File: src/rtl/cla_adder_pipe_if.sv
// Operand/result handshake bundle for cla_adder_pipe.
// The master drives operands and out_ready; the slave is the adder.
interface cla_adder_pipe_if #(
  parameter int WIDTH = 16
);

  logic             in_valid;
  logic             in_ready;
  logic [WIDTH-1:0] in_a;
  logic [WIDTH-1:0] in_b;
  logic [1:0]       in_op;

  logic             out_valid;
  logic             out_ready;
  logic [WIDTH-1:0] out_sum;
  logic             out_cout;
  logic             out_ovf;
  logic             out_sat;

  modport master (
    output in_valid,
    output in_a,
    output in_b,
    output in_op,
    output out_ready,
    input  in_ready,
    input  out_valid,
    input  out_sum,
    input  out_cout,
    input  out_ovf,
    input  out_sat
  );

  modport slave (
    input  in_valid,
    input  in_a,
    input  in_b,
    input  in_op,
    input  out_ready,
    output in_ready,
    output out_valid,
    output out_sum,
    output out_cout,
    output out_ovf,
    output out_sat
  );

endinterface

File: src/rtl/cla_adder_pipe.sv
// Pipelined carry-lookahead add/sub with saturation and flags.
// Each stage resolves one SEG-bit slice; the beat carries its state.
module cla_adder_pipe #(
  parameter int WIDTH  = 16,
  parameter int GROUP  = 4,
  parameter int STAGES = 2
) (
  input  logic             clk,
  input  logic             rst_n,
  cla_adder_pipe_if.slave  bus
);

  localparam int SEG = WIDTH / STAGES;
  localparam int NG  = (SEG + GROUP - 1) / GROUP;

  localparam logic [WIDTH-1:0] SAT_MAX =
    {1'b0, {(WIDTH-1){1'b1}}};
  localparam logic [WIDTH-1:0] SAT_MIN =
    {1'b1, {(WIDTH-1){1'b0}}};

  typedef struct packed {
    logic             vld;
    logic [1:0]       op;
    logic [WIDTH-1:0] a;
    logic [WIDTH-1:0] b;
    logic [WIDTH-1:0] sum;
    logic             cy;
    logic             ovf;
    logic             sat;
  } beat_t;

  beat_t st_q [STAGES];
  beat_t st_d [STAGES];

  beat_t          in_st;
  beat_t          src;
  beat_t          nxt;
  logic [SEG-1:0] ga;
  logic [SEG-1:0] gb;
  logic [SEG:0]   cc;
  logic           advance;
  logic           unused_last;

  // Two-level lookahead: group G/P, then every carry
  // expands from its group carry-in, never bit-to-bit.
  function automatic logic [SEG:0] seg_carry(
    input logic [SEG-1:0] g,
    input logic [SEG-1:0] p,
    input logic           cin
  );
    logic [NG-1:0] gg;
    logic [NG-1:0] pg;
    logic [NG:0]   cg;
    logic [SEG:0]  c;
    logic          tg;
    logic          tp;
    int            base;
    gg = '0;
    pg = '1;
    cg = '0;
    c  = '0;
    for (int m = 0; m < NG; m++) begin
      for (int i = 0; i < GROUP; i++) begin
        if (m * GROUP + i < SEG) begin
          gg[m] = g[m*GROUP+i]
                | (p[m*GROUP+i] & gg[m]);
          pg[m] = pg[m] & p[m*GROUP+i];
        end
      end
    end
    cg[0] = cin;
    for (int m = 1; m <= NG; m++) begin
      tg = 1'b0;
      tp = 1'b1;
      for (int n = 0; n < NG; n++) begin
        if (n < m) begin
          tg = gg[n] | (pg[n] & tg);
          tp = tp & pg[n];
        end
      end
      cg[m] = tg | (tp & cin);
    end
    for (int j = 0; j < SEG; j++) begin
      tg   = 1'b0;
      tp   = 1'b1;
      base = (j / GROUP) * GROUP;
      for (int i = 0; i < GROUP; i++) begin
        if (base + i < j) begin
          tg = g[base+i] | (p[base+i] & tg);
          tp = tp & p[base+i];
        end
      end
      c[j] = tg | (tp & cg[j/GROUP]);
    end
    c[SEG] = cg[NG];
    return c;
  endfunction

  assign advance = !st_q[STAGES-1].vld
                 | bus.out_ready;

  always_comb begin
    in_st     = '0;
    in_st.vld = bus.in_valid;
    in_st.op  = bus.in_op;
    in_st.a   = bus.in_a;
    in_st.b   = bus.in_op[0] ? ~bus.in_b
                             : bus.in_b;
    in_st.cy  = bus.in_op[0];
  end

  always_comb begin
    src = '0;
    nxt = '0;
    ga  = '0;
    gb  = '0;
    cc  = '0;
    for (int k = 0; k < STAGES; k++) begin
      src = (k == 0) ? in_st
                     : st_q[(k == 0) ? 0 : k-1];
      ga  = src.a[k*SEG +: SEG];
      gb  = src.b[k*SEG +: SEG];
      cc  = seg_carry(ga & gb, ga ^ gb, src.cy);
      nxt = src;
      nxt.sum[k*SEG +: SEG] = (ga ^ gb)
                            ^ cc[SEG-1:0];
      nxt.cy  = cc[SEG];
      nxt.ovf = cc[SEG] ^ cc[SEG-1];
      nxt.sat = src.op[1] & nxt.ovf;
      // Clamp only once the top slice is resolved.
      if (k == STAGES-1 && nxt.sat) begin
        nxt.sum = src.a[WIDTH-1] ? SAT_MIN
                                 : SAT_MAX;
      end
      st_d[k] = advance ? nxt : st_q[k];
    end
  end

  always_ff @(posedge clk or negedge rst_n) begin
    if (!rst_n) begin
      for (int k = 0; k < STAGES; k++) begin
        st_q[k] <= '0;
      end
    end else begin
      for (int k = 0; k < STAGES; k++) begin
        st_q[k] <= st_d[k];
      end
    end
  end

  assign bus.in_ready  = advance;
  assign bus.out_valid = st_q[STAGES-1].vld;
  assign bus.out_sum   = st_q[STAGES-1].sum;
  assign bus.out_cout  = st_q[STAGES-1].cy;
  assign bus.out_ovf   = st_q[STAGES-1].ovf;
  assign bus.out_sat   = st_q[STAGES-1].sat;

  assign unused_last = ^st_q[STAGES-1];

endmodule

File: src/flat_wrapper.sv
// flat-port wrapper written by rule: the top's interface ports become plain ports
module cla_adder_pipe_flat 
#(
  parameter int WIDTH  = 16,
  parameter int GROUP  = 4,
  parameter int STAGES = 2
)
  (clk, rst_n, bus_in_valid, bus_in_a, bus_in_b, bus_in_op, bus_out_ready, bus_in_ready, bus_out_valid, bus_out_sum, bus_out_cout, bus_out_ovf, bus_out_sat);
  cla_adder_pipe_if #(.WIDTH(WIDTH)) bus_i ();
  input  logic clk;
  input  logic rst_n;
  input wire logic [$bits(bus_i.in_valid)-1:0] bus_in_valid;
  input wire logic [$bits(bus_i.in_a)-1:0] bus_in_a;
  input wire logic [$bits(bus_i.in_b)-1:0] bus_in_b;
  input wire logic [$bits(bus_i.in_op)-1:0] bus_in_op;
  input wire logic [$bits(bus_i.out_ready)-1:0] bus_out_ready;
  output wire logic [$bits(bus_i.in_ready)-1:0] bus_in_ready;
  output wire logic [$bits(bus_i.out_valid)-1:0] bus_out_valid;
  output wire logic [$bits(bus_i.out_sum)-1:0] bus_out_sum;
  output wire logic [$bits(bus_i.out_cout)-1:0] bus_out_cout;
  output wire logic [$bits(bus_i.out_ovf)-1:0] bus_out_ovf;
  output wire logic [$bits(bus_i.out_sat)-1:0] bus_out_sat;
  assign bus_i.in_valid = bus_in_valid;
  assign bus_i.in_a = bus_in_a;
  assign bus_i.in_b = bus_in_b;
  assign bus_i.in_op = bus_in_op;
  assign bus_i.out_ready = bus_out_ready;
  assign bus_in_ready = bus_i.in_ready;
  assign bus_out_valid = bus_i.out_valid;
  assign bus_out_sum = bus_i.out_sum;
  assign bus_out_cout = bus_i.out_cout;
  assign bus_out_ovf = bus_i.out_ovf;
  assign bus_out_sat = bus_i.out_sat;
  cla_adder_pipe #(.WIDTH(WIDTH), .GROUP(GROUP), .STAGES(STAGES)) u_core (.clk(clk), .rst_n(rst_n), .bus(bus_i));
endmodule
File: config.mk
export PLATFORM = sky130hd
export DESIGN_NAME = cla_adder_pipe_flat
export DESIGN_NICKNAME = d
export VERILOG_FILES = /design/src/rtl/cla_adder_pipe_if.sv /design/src/rtl/cla_adder_pipe.sv /design/src/flat_wrapper.sv
export SDC_FILE = /design/constraint.sdc
export NUM_CORES = 1
export LEC_CHECK = 0
export CORE_ASPECT_RATIO = 1.75
export CORE_MARGIN = 10
export CORE_UTILIZATION = 45
export DETAILED_ROUTE_END_ITERATION = 8
export PLACE_DENSITY = 0.88
export RECOVER_POWER = 50
export SYNTH_ARGS = -nofsm -noshare
export SYNTH_HDL_FRONTEND = slang
export SYNTH_SLANG_ARGS = --single-unit
File: constraint.sdc
create_clock -name clk -period 2.3 [get_ports clk]
set_input_delay 0.46 -clock clk [delete_from_list [all_inputs] [get_ports clk]]
set_output_delay 0.46 -clock clk [all_outputs]
set_load 0.01 [all_outputs]
==> results_tabular.tex, run 1 <==
\begin{tabular}{lr}
\hline
Metric & Value \\
\hline
\multicolumn{2}{l}{\textbf{Status}} \\
Run status & completed \\
\multicolumn{2}{l}{\textbf{CTS}} \\
Maximum buffer depth of the clock tree & 2 \\
Post-CTS setup repair buffer count & 0 \\
Worst-skew pair later-pin latency & 300 ps \\
H-Tree Level Count & 2 \\
Buffer type at the clock tree root & sky130\_fd\_sc\_hd\_\_clkbuf\_8 \\
Num Clock Sinks & 47 \\
TritonCTS clock tree & done \\
Post-CTS Hold Fix Bufs & 0 \\
CTS clk-pin slew, worst paths & 80 ps \\
Cts bufs inserted & 5 \\
\multicolumn{2}{l}{\textbf{Final layout}} \\
Share of the core filled with cells in the final layout & 63.6\% \\
Synthesis-to-layout area growth & 38.1\% \\
Nets & 409 \\
Final standard cell area without fillers & 3550 sq um \\
Count of antenna diodes in the layout & 0 \\
Share of cells above drive strength 1 & 14.7\% \\
\multicolumn{2}{l}{\textbf{Logic synthesis}} \\
Post-Syn Instances & 276 \\
Top cell type's share of synthesized area & 45.7\% \\
Post-synthesis area per instance & 9.33 sq um \\
Biggest area consumer among synthesized cells & sky130\_fd\_sc\_hd\_\_dfrtp\_1 \\
Portion of the post-synthesis area used by sequential elements & 45.7\% \\
Warning count from the yosys run & 0 \\
EDFF count, synth & 0 \\
Count of cell types in the netlist & 37 \\
Synthesized area & 2570 sq um \\
Mapped Nets & 333 \\
Post-synth ARST share & 100\% \\
Cell types with the largest area share after synthesis & sky130\_fd\_sc\_hd\_\_dfrtp\_1 (46\%), sky130\_fd\_sc\_hd\_\_nand2\_1 (8.3\%), sky130\_fd\_sc\_hd\_\_ha\_1 (7.8\%) \\
Synth Register Bits & 47 \\
Flip-flop cell with the highest count after synthesis & sky130\_fd\_sc\_hd\_\_dfrtp\_1 \\
\multicolumn{2}{l}{\textbf{Drt}} \\
Length of the first detailed-routing pass in iterations & 4 \\
DRC errors left & 0 \\
Antenna violation net count after detailed routing & 0 \\
Via density & 5.00 \\
DRT Wirelength & 6300 um \\
Average detailed-routed wire length per instance & 14.7 um \\
DRC violation total after the first TritonRoute iteration & 145 \\
Total number of vias & 2146 \\
\multicolumn{2}{l}{\textbf{Setup path}} \\
FF-to-FF setup slack & 20 ps \\
Startpoint of the most critical register-to-register path & u\_core.gb[0] \\
End point of the critical path & u\_core.bus.out\_sum[12] \\
Reg2reg path depth & 8 \\
CP Launch Type & flop \\
Highest net fanout along the worst path & 3 \\
Capture instance of the worst register-to-register path & u\_core.bus.out\_sum[12] \\
Critical-path cell list & ha\_1, a21oi\_2, nor2\_1, nor3\_1, buf\_4, fa\_1, mux2\_2, a21oi\_1 \\
Critical path type & flop to flop \\
Worst path slowest cell & sky130\_fd\_sc\_hd\_\_dfrtp\_1 \\
CP Capture Type & flop \\
Data required time of the critical path & 2530 ps \\
Largest stage delay on the critical path & 400 ps \\
Launching element of the worst setup path & u\_core.gb[0] \\
CP arrival & 2510 ps \\
\multicolumn{2}{l}{\textbf{Floorplan}} \\
Full die area & 9260 sq um \\
Initial Util & 46.1\% \\
Die extent in y & 120 um \\
Ports placed on the boundary & 59 \\
Area inside the core boundary & 5590 sq um \\
Count of standard-cell rows & 36 \\
Width of the die & 77.2 um \\
\multicolumn{2}{l}{\textbf{Timing}} \\
Share of the clock period used by the worst path after layout & 99.0\% \\
Highest Clock Rate & 439 MHz \\
Transition at the pin with the smallest max-transition slack & 1390 ps \\
Final setup violation count & 0 \\
Final count of hold timing violations & 0 \\
Clock period minus final worst setup slack & 2280 ps \\
Unrepaired setup endpoints after global routing & yes \\
Clk\_skew & 5.63 ps \\
Slew Viols, Final & 0 \\
Headroom to the max-slew limit & 7.56\% \\
Worst path setup slack after routing & 22.8 ps \\
\multicolumn{2}{l}{\textbf{Global route}} \\
Total GRT Usage & 13.5\% \\
Initial antenna violation count & 0 \\
First-pass GRT wire length & 10200 um \\
Pin count of the biggest net entering global routing & 37 \\
Busiest grt layer & met2 \\
Final global-route overflow total & 0 \\
Met2 GRT Util & 24.0\% \\
Met1 track utilization from global routing & 13.8\% \\
Number of global-route vias before repair & 2251 \\
Met3 routing resource usage after global routing & 3.44\% \\
\multicolumn{2}{l}{\textbf{Placed design}} \\
Weighted congestion reported at the end of routability-driven placement & 0.824 \\
Placement-stage worst setup slack & -634 ps \\
Area after detailed placement & 3370 sq um \\
Detailed placer's ending HPWL & 4860 um \\
PortBufs & 58 \\
\multicolumn{2}{l}{\textbf{Power}} \\
Static Leak & 1.61 nW \\
Power per Cell Area & 863 nW/um\^{}2 \\
Max rail drop VDD & 0.000357 V \\
\multicolumn{2}{l}{\textbf{Min path}} \\
Class of the tightest hold or removal check & input pin to async pin \\
\multicolumn{2}{l}{\textbf{Flow run}} \\
Max\_cap viols & 0 \\
\hline
\end{tabular}
-- area by class of cell --
type	instances	area (sq um)
sequential	47	1180
clock buffer	7	76.3
inverter	10	37.5
fill	461	2030
clock inverter	1	5.00
multi-input combinational	208	1420
timing repair buffer	80	741
tap	76	95.1
-- cells in the final DEF, fill, tap and decap left out, drive strengths merged, types with 3 or more instances in the layout --
cell,synthesis,routed
xnor2,13,13
mux2i,3,3
a21oi,25,25
nor2,27,27
clkdlybuf4s50,0,53
mux2,3,3
buf,6,21
clkbuf,6,10
dfrtp,47,47
nand2,57,57
ha,16,16
nor3,3,3
inv,9,9
o21a,3,4
nand2b,4,4
xor2,13,13
o21ai,23,23
fa,3,3
-- stage by stage --
step / hold WS [ps] / cells / power [mW] / setup TNS [ps]
global route: 497 / 429 / 3.28 / -90.9
global placement: 444 / 420 / 2.48 / -2300
floorplan: 164 / 276 / 1.93 / -248
CTS: 157 / 428 / 3.02 / 0
detailed placement: 463 / 420 / 2.54 / -2830
finish: 461 / 429 / 3.07 / 0
-- report_power, final --
group	internal (mW)	switching (mW)	total [mW]
sequential	1.06	0.143	1.21
clock	0.214	0.264	0.477
combinational	0.745	0.640	1.38
total	2.02	1.05	3.07
-- metal layers --
metal / vias up / routed length [um]
met4: 0 / 242
li1: 1062 / -
met1: 1016 / 2350
met3: 16 / 301
met5: - / 0
met2: 52 / 3410
-- state kept, by name, summed over array words and instances (netlist names) --
name and count:
u_core.src 8, u_core.bus.out_sum 16, u_core.gb 8, u_core.nxt 2, u_core.ga 8, u_core.bus.out_cout 1
u_core.cc 1, u_core.bus.out_sat 1, u_core.bus.out_valid 1, u_core.bus.out_ovf 1
-- cells in the mapped netlist (2+ instances only) --
cell / instances
sky130_fd_sc_hd__a21oi_1: 24
sky130_fd_sc_hd__and3_1: 2
sky130_fd_sc_hd__buf_1: 2
sky130_fd_sc_hd__buf_2: 2
sky130_fd_sc_hd__buf_6: 2
sky130_fd_sc_hd__clkbuf_1: 6
sky130_fd_sc_hd__dfrtp_1: 47
sky130_fd_sc_hd__fa_1: 3
sky130_fd_sc_hd__ha_1: 16
sky130_fd_sc_hd__inv_1: 9
sky130_fd_sc_hd__mux2_2: 2
sky130_fd_sc_hd__mux2i_1: 3
sky130_fd_sc_hd__nand2_1: 57
sky130_fd_sc_hd__nand2b_1: 4
sky130_fd_sc_hd__nor2_1: 27
sky130_fd_sc_hd__nor3_1: 3
sky130_fd_sc_hd__o21a_1: 2
sky130_fd_sc_hd__o21ai_0: 22
sky130_fd_sc_hd__xnor2_1: 13
sky130_fd_sc_hd__xor2_1: 13
-- worst min path at each step --
stage                   startpoint              endpoint  slack (ps)  cells past startpoint
global placement    u_core.nxt[53]        u_core.nxt[53]         440                      2
CTS                          rst_n          u_core.gb[5]         160                      1
global route        u_core.nxt[53]  u_core.bus.out_valid         500                      1
detailed placement    u_core.ga[2]          u_core.ga[2]         460                      2
finish                       rst_n          u_core.gb[5]         460                      1
floorplan                    rst_n   u_core.bus.out_cout         160                      0
-- what timing repair did --
action	CTS	global route
cloned	0	1
gates resized for setup	6	20
setup endpoints to repair	6	22
pin swaps	2	14
-- critical path, delay by kind of cell, from the launching register on --
kind,cells,cell delay [ps]
compound gates,2,340
fa+ha+maj,2,710
buf+inv,1,170
flops,1,400
mux,1,280
simple gates,2,310
-- cells by family (layout without fill, tap and decap cells) --
kind of cell	count (synthesis)	after routing	synth area share, %
compound gates	61	62	14.1
fa+ha+maj	19	19	10.1
simple gates	95	95	14.7
buf+inv	22	98	3.89
xor+xnor	26	26	8.85
mux	6	6	2.62
flops	47	47	45.7
Note: power is estimated with default switching activity, not from simulation.
==> run 2: changes to the inputs <==
ABC_AREA = 1   (was default)
CORE_UTILIZATION = 46   (was 45)
==> run 2 against run 1 <==
Clock skew down 0.80 ps. Core utilization is 2.7 points lower. Critical path depth is 4 lower. Register-to-register slack gained 130 ps. Final cell count rose by 11%. Sequential share of layout area is 0.29 points lower. Synthesized area grew 7.2%. Worst setup slack improved by 8.8 ps. Sequential power hardly changed.
==> results_tabular.tex, run 2 <==
\begin{tabular}{lr}
\hline
Metric & Value \\
\hline
\multicolumn{2}{l}{\textbf{Setup path}} \\
Startpoint of the most critical register-to-register path & u\_core.gb[1] \\
CP delay by family, top & buffers and inverters \\
Data required time of the critical path & 1840 ps (-690 ps) \\
Largest stage delay on the critical path & 580 ps (+180 ps) \\
Critical-path cell list & dlygate4sd3\_1, nor2\_4, inv\_1, clkdlybuf4s50\_1 \\
Number of buffers and inverters on the critical path & 3 (+2) \\
CP arrival & 1810 ps (-700 ps) \\
Capture instance of the worst register-to-register path & u\_core.bus.out\_sum[13] \\
CP Launch Type & input pin \\
Worst path slowest cell & sky130\_fd\_sc\_hd\_\_dlygate4sd3\_1 \\
FF-to-FF setup slack & 150 ps (+130 ps) \\
CP Capture Type & primary output \\
Highest net fanout along the worst path & 2 (-1) \\
Critical path type & input pin to primary output \\
Reg2reg path depth & 12 (+4) \\
\multicolumn{2}{l}{\textbf{CTS}} \\
Worst-skew pair later-pin latency & 300 ps (about the same) \\
TritonCTS clock tree & done \\
CTS clk-pin slew, worst paths & 80 ps (about the same) \\
Buffer type at the clock tree root & sky130\_fd\_sc\_hd\_\_clkbuf\_8 \\
Cts bufs inserted & 5 (unchanged) \\
Maximum buffer depth of the clock tree & 2 (unchanged) \\
H-Tree Level Count & 2 (unchanged) \\
Num Clock Sinks & 47 (unchanged) \\
\multicolumn{2}{l}{\textbf{Global route}} \\
Final global-route overflow total & 0 (unchanged) \\
Number of global-route vias before repair & 2376 (+5.6\%) \\
Pin count of the biggest net entering global routing & 56 (+51\%) \\
Initial antenna violation count & 0 (unchanged) \\
First-pass GRT wire length & 10700 um (+4.1\%) \\
Total GRT Usage & 13.5\% (+0.031 points) \\
\multicolumn{2}{l}{\textbf{Floorplan}} \\
Area inside the core boundary & 5880 sq um (+5.3\%) \\
Count of standard-cell rows & 37 (+2.8\%) \\
Full die area & 9620 sq um (+3.9\%) \\
Die extent in y & 122 um (+2.0\%) \\
Width of the die & 78.6 um (+1.8\%) \\
Initial Util & 46.9\% (+0.87 points) \\
Ports placed on the boundary & 59 (unchanged) \\
\multicolumn{2}{l}{\textbf{Drt}} \\
Length of the first detailed-routing pass in iterations & 6 (+2) \\
Total number of vias & 2261 (+5.4\%) \\
DRC violation total after the first TritonRoute iteration & 170 (+17\%) \\
Via density & 4.74 (-5.2\%) \\
DRT Wirelength & 6120 um (-2.9\%) \\
Antenna violation net count after detailed routing & 0 (unchanged) \\
DRC errors left & 0 (unchanged) \\
Average detailed-routed wire length per instance & 12.8 um (-13\%) \\
\multicolumn{2}{l}{\textbf{Logic synthesis}} \\
EDFF count, synth & 0 (unchanged) \\
Flip-flop cell with the highest count after synthesis & sky130\_fd\_sc\_hd\_\_dfrtp\_1 \\
Top cell type's share of synthesized area & 42.6\% (-3.1 points) \\
Cell types with the largest area share after synthesis & sky130\_fd\_sc\_hd\_\_dfrtp\_1 (43\%), sky130\_fd\_sc\_hd\_\_nand2\_1 (18\%), sky130\_fd\_sc\_hd\_\_ha\_1 (7.3\%) \\
Mapped Nets & 389 (+17\%) \\
Portion of the post-synthesis area used by sequential elements & 42.6\% (-3.1 points) \\
Post-synth ARST share & 100\% (unchanged) \\
Synth Register Bits & 47 (unchanged) \\
Warning count from the yosys run & 0 (unchanged) \\
Synthesized area & 2760 sq um (+7.2\%) \\
Most instantiated library cell after synthesis & sky130\_fd\_sc\_hd\_\_nand2\_1 \\
Post-synthesis area per instance & 8.31 sq um (-11\%) \\
Post-Syn Instances & 332 (+20\%) \\
Biggest area consumer among synthesized cells & sky130\_fd\_sc\_hd\_\_dfrtp\_1 \\
Count of cell types in the netlist & 29 (-22\%) \\
Most common library cells after synthesis & sky130\_fd\_sc\_hd\_\_nand2\_1 (136), sky130\_fd\_sc\_hd\_\_dfrtp\_1 (47), sky130\_fd\_sc\_hd\_\_inv\_1 (22) \\
\multicolumn{2}{l}{\textbf{Power}} \\
Static Leak & 1.81 nW (+12\%) \\
Power per Cell Area & 879 nW/um\^{}2 (+1.9\%) \\
Max rail drop VDD & 0.000466 V (+30\%) \\
\multicolumn{2}{l}{\textbf{Timing}} \\
Clk\_skew & 4.83 ps (-0.802 ps) \\
Share of the clock period used by the worst path after layout & 98.6\% (-0.38 points) \\
Unrepaired setup endpoints after global routing & yes \\
Final setup violation count & 0 (unchanged) \\
Final count of hold timing violations & 0 (unchanged) \\
Setup tns final & 0 ps (unchanged) \\
Transition at the pin with the smallest max-transition slack & 1120 ps (-270 ps) \\
Slew Viols, Final & 0 (unchanged) \\
Headroom to the max-slew limit & 25.5\% (+18 points) \\
Highest Clock Rate & 441 MHz (+0.39\%) \\
Clock period minus final worst setup slack & 2270 ps (-8.79 ps) \\
\multicolumn{2}{l}{\textbf{Flow run}} \\
Max\_cap viols & 0 (unchanged) \\
\multicolumn{2}{l}{\textbf{Final layout}} \\
Multi-input combinational cell area & 1460 sq um (+2.5\%) \\
Share of cells above drive strength 1 & 13.8\% (-0.95 points) \\
Most frequent standard cell in the layout excluding fill and tap cells & sky130\_fd\_sc\_hd\_\_nand2\_1 \\
Area taken by flip-flops and latches & 1180 sq um (unchanged) \\
Synthesis-to-layout area growth & 29.9\% \\
Share of the core filled with cells in the final layout & 61.0\% (-2.7 points) \\
Nets & 455 (+11\%) \\
Max reg flops & 16 (unchanged) \\
Number of fillers in the final layout & 490 (+6.3\%) \\
Count of antenna diodes in the layout & 0 (unchanged) \\
Most frequent cells in the layout & sky130\_fd\_sc\_hd\_\_nand2\_1 (131), sky130\_fd\_sc\_hd\_\_clkdlybuf4s50\_1 (53), sky130\_fd\_sc\_hd\_\_dfrtp\_1 (47), sky130\_fd\_sc\_hd\_\_inv\_1 (22) \\
Final instance count without filler cells & 477 (+11\%) \\
\multicolumn{2}{l}{\textbf{Placed design}} \\
Cell count after placement & 467 (+11\%) \\
Weighted congestion reported at the end of routability-driven placement & 0.836 (+1.4\%) \\
Detailed placer's ending HPWL & 4710 um (-2.9\%) \\
PortBufs & 58 (unchanged) \\
\multicolumn{2}{l}{\textbf{Min path}} \\
Class of the tightest hold or removal check & input pin to async pin \\
\multicolumn{2}{l}{\textbf{Status}} \\
Run status & completed \\
\hline
\end{tabular}
run 2: cell types whose count changed after synthesis, sizes merged, moves of 3 or more:
cell    delta
a21oi     -16
inv       +14
mux2       -3
nand2     +94
nand2b     -4
nand3      +7
nand4      +3
nor2      -18
nor3       -3
o21a       -3
run 2: worst max-delay path by stage:
| stage | start | slack [ps] | depth (start not counted) | endpoint |
|---|---|---|---|---|
| after global placement | bus_in_op[0] | -320 | 12 | u_core.src[7] |
| final | bus_out_ready | 30 | 4 | bus_in_ready |
| after detailed placement | bus_in_op[0] | -540 | 12 | u_core.src[8] |
| after CTS | bus_in_op[0] | 40 | 12 | u_core.src[8] |
| after global routing | bus_in_b[1] | -20 | 12 | u_core.src[8] |
| after floorplan | bus_in_op[0] | -30 | 13 | u_core.src[7] |
run 2: kinds of logic (layout without fill, tap and decap cells):
group / count (synthesis) / count (layout) / synth area share [%]
compound gates: 32 / 32 / 6.66
simple gates: 171 / 171 / 26.9
fa+ha+maj: 19 / 19 / 9.43
xor+xnor: 24 / 24 / 7.62
flops: 47 / 47 / 42.6
buf+inv: 38 / 105 / 6.44
mux: 1 / 1 / 0.363
run 2: layout make-up:
cell class | instances | share of cell area, %
Clock inverter | 1 | 0.140
Tap cell | 78 | 2.72
Sequential cell | 47 | 32.8
Timing Repair Buffer | 73 | 19.0
Multi-Input combinational cell | 247 | 40.7
Clock buffer | 7 | 2.13
Inverter | 24 | 2.51
run 2: routing by layer:
layer	GRT usage (%)	vias up	part of all wire, %
li1	-	1157	-
met1	14.6	1056	39
met2	24.3	40	55
met3	2.78	8	3.8
met4	6.64	0	2.2
met5	0	-	0
run 2: what timing repair did:
item                                    CTS  global route
pin swaps                                 7             5
endpoints found under the setup margin    5             6
hold buffers                              0             0
hold endpoints to repair                  0             0
resized for setup                         7             6
setup buffers                             2             0
run 2: through the flow:
stage / hold slack [ps] / setup WS [ps] / area (sq um) / power, mW
after floorplan: 164 / -32.9 / 2790 / 2.10
after global placement: 430 / -316 / 3460 / 2.62
after detailed placement: 442 / -535 / 3460 / 2.68
after CTS: 250 / 42.9 / 3560 / 3.17
after global routing: 482 / -22.0 / 3590 / 3.40
final: 426 / 31.6 / 3590 / 3.15
run 2: where the power goes:
group          total [mW]  internal [mW]  switching (mW)
registers            1.21           1.07           0.145
clock network       0.480          0.214           0.266
logic                1.46          0.707           0.752
total                3.15           1.99            1.16
